**src/rtl/alu_seq_pkg.sv**
```systemverilog
// Shared types and constants for the ALU issue sequencer.
package alu_seq_pkg;

    localparam int unsigned DEF_DW = 16;
    localparam int unsigned DEF_AW = 3;
    localparam int unsigned OP_W   = 2;
    localparam int unsigned FLG_W  = 4;

    // Flag bit positions within {S,V,C,Z}
    localparam int unsigned FLG_Z = 0;
    localparam int unsigned FLG_C = 1;
    localparam int unsigned FLG_V = 2;
    localparam int unsigned FLG_S = 3;

    typedef enum logic [OP_W-1:0] {
        OP_ADD  = 2'b00,
        OP_SUB  = 2'b01,
        OP_PASS = 2'b10,
        OP_NEG  = 2'b11
    } op_e;

    typedef enum logic [2:0] {
        IDLE = 3'd0,
        RDA  = 3'd1,
        RDB  = 3'd2,
        EXEC = 3'd3,
        WB   = 3'd4
    } state_e;

endpackage

```
**src/rtl/alu_op_sequencer.sv**
```systemverilog
// Multi-cycle issue controller in front of the registered ALU stage.
// Reads operands over one register-file read port, drives the ALU, then
// writes the result back and latches the ALU flags into status.
// Optional feature macro: ALU_SEQ_R0_ZERO_EN (register 0 reads as zero and
// is never written).
module alu_op_sequencer
    import alu_seq_pkg::*;
#(
    parameter int unsigned DW = DEF_DW,
    parameter int unsigned AW = DEF_AW
) (
    input  logic             clk,
    input  logic             rst,
    input  logic             start,
    input  logic [OP_W-1:0]  op,
    input  logic [AW-1:0]    rs_a,
    input  logic [AW-1:0]    rs_b,
    input  logic [AW-1:0]    rd,
    output logic             busy,
    output logic             done,
    output logic [AW-1:0]    rf_addr,
    input  logic [DW-1:0]    rf_rdata,
    output logic             rf_we,
    output logic [AW-1:0]    rf_waddr,
    output logic [DW-1:0]    rf_wdata,
    output logic [DW-1:0]    alu_x,
    output logic [DW-1:0]    alu_y,
    output logic [OP_W-1:0]  alu_funsel,
    input  logic [DW-1:0]    alu_z,
    input  logic [FLG_W-1:0] alu_flags,
    output logic [FLG_W-1:0] status
);

    state_e           state_q, state_d;
    logic [OP_W-1:0]  op_q, op_d;
    logic [AW-1:0]    rs_a_q, rs_a_d;
    logic [AW-1:0]    rs_b_q, rs_b_d;
    logic [AW-1:0]    rd_q, rd_d;
    logic [DW-1:0]    x_q, x_d;
    logic [DW-1:0]    y_q, y_d;
    logic [FLG_W-1:0] status_q, status_d;
    logic             busy_q, busy_d;
    logic             done_q, done_d;
    logic             we_q, we_d;
    logic [AW-1:0]    addr_q, addr_d;
    logic [DW-1:0]    rdata_eff;

    // Operand read data, with register 0 optionally forced to zero
`ifdef ALU_SEQ_R0_ZERO_EN
    assign rdata_eff = (addr_q == '0) ? '0 : rf_rdata;
`else
    assign rdata_eff = rf_rdata;
`endif

    // Next-state, instruction/operand capture and registered-output decode
    always_comb begin
        state_d  = state_q;
        op_d     = op_q;
        rs_a_d   = rs_a_q;
        rs_b_d   = rs_b_q;
        rd_d     = rd_q;
        x_d      = x_q;
        y_d      = y_q;
        status_d = status_q;
        busy_d   = 1'b0;
        done_d   = 1'b0;
        we_d     = 1'b0;
        addr_d   = addr_q;

        case (state_q)
            IDLE: begin
                if (start) begin
                    state_d = RDA;
                    op_d    = op;
                    rs_a_d  = rs_a;
                    rs_b_d  = rs_b;
                    rd_d    = rd;
                end
            end
            RDA: begin
                x_d     = rdata_eff;
                state_d = op_q[1] ? EXEC : RDB;
            end
            RDB: begin
                y_d     = rdata_eff;
                state_d = EXEC;
            end
            EXEC: begin
                state_d = WB;
            end
            WB: begin
                status_d = alu_flags;
                state_d  = IDLE;
            end
            default: begin
                state_d = IDLE;
            end
        endcase

        busy_d = (state_d != IDLE);
        done_d = (state_d == WB);
`ifdef ALU_SEQ_R0_ZERO_EN
        we_d   = (state_d == WB) && (rd_d != '0);
`else
        we_d   = (state_d == WB);
`endif
        addr_d = ((state_d == IDLE) || (state_d == RDA)) ? rs_a_d : rs_b_d;
    end

    // State, instruction, operand, status and output registers
    always_ff @(posedge clk) begin
        if (rst) begin
            state_q  <= IDLE;
            op_q     <= '0;
            rs_a_q   <= '0;
            rs_b_q   <= '0;
            rd_q     <= '0;
            x_q      <= '0;
            y_q      <= '0;
            status_q <= '0;
            busy_q   <= 1'b0;
            done_q   <= 1'b0;
            we_q     <= 1'b0;
            addr_q   <= '0;
        end else begin
            state_q  <= state_d;
            op_q     <= op_d;
            rs_a_q   <= rs_a_d;
            rs_b_q   <= rs_b_d;
            rd_q     <= rd_d;
            x_q      <= x_d;
            y_q      <= y_d;
            status_q <= status_d;
            busy_q   <= busy_d;
            done_q   <= done_d;
            we_q     <= we_d;
            addr_q   <= addr_d;
        end
    end

    assign busy       = busy_q;
    assign done       = done_q;
    assign rf_we      = we_q;
    assign rf_addr    = addr_q;
    assign rf_waddr   = rd_q;
    assign rf_wdata   = alu_z;
    assign alu_x      = x_q;
    assign alu_y      = y_q;
    assign alu_funsel = op_q;
    assign status     = status_q;

endmodule

```
**config.mk**
```make
export PLATFORM = sky130hd
export DESIGN_NAME = alu_op_sequencer
export DESIGN_NICKNAME = d
export VERILOG_FILES = /design/src/rtl/alu_seq_pkg.sv /design/src/rtl/alu_op_sequencer.sv
export SDC_FILE = /design/constraint.sdc
export NUM_CORES = 1
export LEC_CHECK = 0
export CAP_MARGIN = 20
export CORE_ASPECT_RATIO = 1.25
export CORE_MARGIN = 4
export CORE_UTILIZATION = 30
export CTS_CLUSTER_SIZE = 12
export DETAILED_ROUTE_END_ITERATION = 10
export PLACE_DENSITY_LB_ADDON = 0.25
export SYNTH_ARGS = -nofsm -noshare
export SYNTH_HDL_FRONTEND = slang
export SYNTH_SLANG_ARGS = --single-unit
```
**constraint.sdc**
```tcl
create_clock -name clk -period 1.8 [get_ports clk]
set_input_delay 0.36 -clock clk [delete_from_list [all_inputs] [get_ports clk]]
set_output_delay 0.36 -clock clk [all_outputs]
set_load 0.01 [all_outputs]
```
==> impl_metrics.env <==
export IMPL_status="completed"
export IMPL_netlist_instances=258
export IMPL_io_pins=113
export IMPL_synth_edff_count=0
export IMPL_worst_slew_pin_transition_ns=0.726
export IMPL_die_w_um=87.0
export IMPL_drive_gt1_share_pct=19.9
export IMPL_fin_ws_ns=0.225
export IMPL_fin_nets=370
export IMPL_synth_seq_area_share_pct=47.1
export IMPL_period_needed_ns=1.58
export IMPL_rows=35
export IMPL_grt_start_max_net_pins=29
export IMPL_place_congestion=0.722
export IMPL_crit_required_ns=1.44
export IMPL_clock_sinks=55
export IMPL_path_buf_inv=1
export IMPL_ys_top_cells_by_area="dfxtp_1 (47%), nand2_1 (11%), a21oi_2 (7.5%), buf_4 (5.8%), nand2_2 (5.3%)"
export IMPL_die_y_um=107
export IMPL_syn_avg_cell_area_um2=9.07
export IMPL_async_flop_share_pct=0
export IMPL_crit_chain="clkdlybuf4s50_1"
export IMPL_peakVddDrop_mv=0.329
export IMPL_pwr_share_clk_pct=26.8
export IMPL_wl_per_cell_um=13.3
export IMPL_p_leak_nw=1.07
export IMPL_fmax_mhz=635
export IMPL_antennaDiodeCount=0
export IMPL_synth_ff_type="dfxtp_1"
export IMPL_tns_ns=0
export IMPL_dpl_cell_area_mm2=0.00306
export IMPL_worst_r2r_path_depth=3
export IMPL_hold_buffers=0
export IMPL_slew_headroom_pct=51.6
export IMPL_min_period_over_period_pct=87.5
export IMPL_path_delay_family="buffers and inverters"
export IMPL_pwr_share_seq_pct=50.2
export IMPL_vias=1842
export IMPL_cp_arrival_ns=1.22
export IMPL_cts_root_buf="clkbuf_8"
export IMPL_crit_path_end_kind="primary output"
export IMPL_cp_max_fo=2
export IMPL_routed_wl_um=5480
export IMPL_yosysWarnings=0
export IMPL_insertion_delay_ns=0.30
export IMPL_slowest_delay_ns=0.56
export IMPL_setup_viol=0
export IMPL_p_switching_mw=0.746
export IMPL_cpMaxStageDelayCell="clkdlybuf4s50_1"
export IMPL_htreeDepth=2
export IMPL_remaining_drc_errors=0
export IMPL_cp_start_kind="flip-flop"
export IMPL_ctsResizeCount=0
export IMPL_cap_violations=0
export IMPL_dieArea_mm2=0.00928
export IMPL_finalMaxSlewViolations=0
export IMPL_hold_path_depth=2
export IMPL_grt_overflow=0
export IMPL_r2r_end="alu_x[13]"
export IMPL_whs_endpoint="alu_x[8]"
export IMPL_switching_share_pct=27.3
export IMPL_drtAntennaViolNets=0
export IMPL_clockBufferDepth=2
export IMPL_syn_to_final_growth_pct=35.7
export IMPL_numPortBuffers=80
export IMPL_yosysMostFrequentCell="nand2_1"
export IMPL_drtIter0Drc=64
export IMPL_hpwl_um=3830
export IMPL_synth_commonest_cells="nand2_1 (67), dfxtp_1 (55), a21oi_1 (23)"
export IMPL_r2r_setup_slack_ns=0.29
export IMPL_r2r_start="state_q[2]"
export IMPL_cts_tree="yes"
export IMPL_synth_top_area_share_pct=47.1
export IMPL_synthesis_area_mm2=0.00234
export IMPL_start_util_pct=31.2
export IMPL_cellPowerDensity_mw_per_mm2=862
export IMPL_coreArea_mm2=0.00749
export IMPL_finalClockSkew_ns=0.00464
export IMPL_path_clk_slew_ns=0.09
export IMPL_hold_class="flip-flop to flip-flop"
export IMPL_rsz0062_at_grt="no"
export IMPL_final_area_mm2=0.00318
export IMPL_post_cts_buffers=0
export IMPL_hold_viol=0
export IMPL_antenna_found_initial=0
export IMPL_drt_pass1_iterations=4
export IMPL_via_per_inst=4.46
export IMPL_p_int_mw=1.99
export IMPL_power_frac_comb_pct=23.0
export IMPL_pre_cts_ws_ns=0.0877
export IMPL_ys_types=26
export IMPL_critPathKind="flip-flop to primary output"
export IMPL_grt_pass1_vias=1854
export IMPL_synth_net_count=308
export IMPL_grt_total_usage_pct=12.2
export IMPL_grt_first_pass_wirelength_um=9020
export IMPL_min_delay_start="alu_x[8]"
export IMPL_numCtsBuffers=5
export IMPL_synth_seq_cells=55
export IMPL_yosys_area_top_type="dfxtp_1"
export IMPL_fin_util_pct=42.4
power groups by stage:
stage / Sequential [mW] / Clock [mW] / Combinational, mW
2_1_floorplan: 1.43 / 0 / 0.368
3_3_place_gp: 1.40 / 0 / 0.626
3_5_place_dp: 1.40 / 0 / 0.632
4_1_cts: 1.38 / 0.771 / 0.635
5_1_grt: 1.39 / 0.835 / 0.688
6_report: 1.38 / 0.734 / 0.629
kinds of logic after synthesis:
kind of cell	synth area share [%]
AND/OR/NAND/NOR	24.5
flip-flops	47.1
AO/OA/AOI/OAI	15.1
buffers and inverters	11.2
multiplexers	1.71
XOR/XNOR	0.374
per-stage QoR:
stage          hold WS [ns]  cells  power (mW)
5_1_grt               0.478    413        2.92
2_1_floorplan         0.436    258        1.79
6_report              0.458    413        2.74
4_1_cts               0.461    411        2.78
3_3_place_gp          0.442    403        2.03
3_5_place_dp          0.448    403        2.04
cell type report:
class / count / area, um2
tap: 92 / 115
sequential: 55 / 1100
multi-input combinational: 168 / 976
clock buffer: 8 / 100
fill: 742 / 4310
timing repair buffer: 90 / 883
routing by layer:
metal  wire length, um  global-route usage [%]  vias up
met5                 0                       0        -
met4                58                    4.01        0
met3               439                    3.61        6
met2              2840                    21.8       52
met1              2140                    13.6      835
li1                  -                       -      949
layout by cell type, fill, tap and decap left out, drive strengths merged:
| cell | instances |
|---|---|
| xnor2 | 1 |
| nor4b | 1 |
| nor2 | 5 |
| a21oi | 43 |
| clkbuf | 8 |
| nand2 | 87 |
| a2111oi | 3 |
| nor2b | 3 |
| or4b | 1 |
| a211oi | 1 |
| nor3b | 3 |
| nor3 | 8 |
| or3b | 2 |
| o21bai | 1 |
| nand2b | 1 |
| dfxtp | 55 |
| nand3b | 1 |
| buf | 11 |
| clkdlybuf4s50 | 79 |
| mux2i | 4 |
| o22ai | 3 |
registers in the layout, indices dropped and copies added (netlist names):
register / cells
alu_x: 16
alu_y: 16
status: 4
rf_addr: 3
rf_waddr: 3
rs_a_q: 3
rs_b_q: 3
state_q: 3
alu_funsel: 2
busy: 1
rf_we: 1
worst max path at each step:
stage / from / to / slack, ns / cells past startpoint
floorplan: state_q[2] / alu_y[10] / 0.50 / 6
global placement: start / rf_addr[1] / 0.12 / 5
detailed placement: start / rf_waddr[1] / 0.09 / 4
CTS: state_q[1] / alu_y[1] / 0.13 / 3
global route: state_q[2] / alu_x[4] / 0.14 / 3
finish: alu_x[4] / alu_x[4] / 0.22 / 1
(Power assumes the default switching activity.)
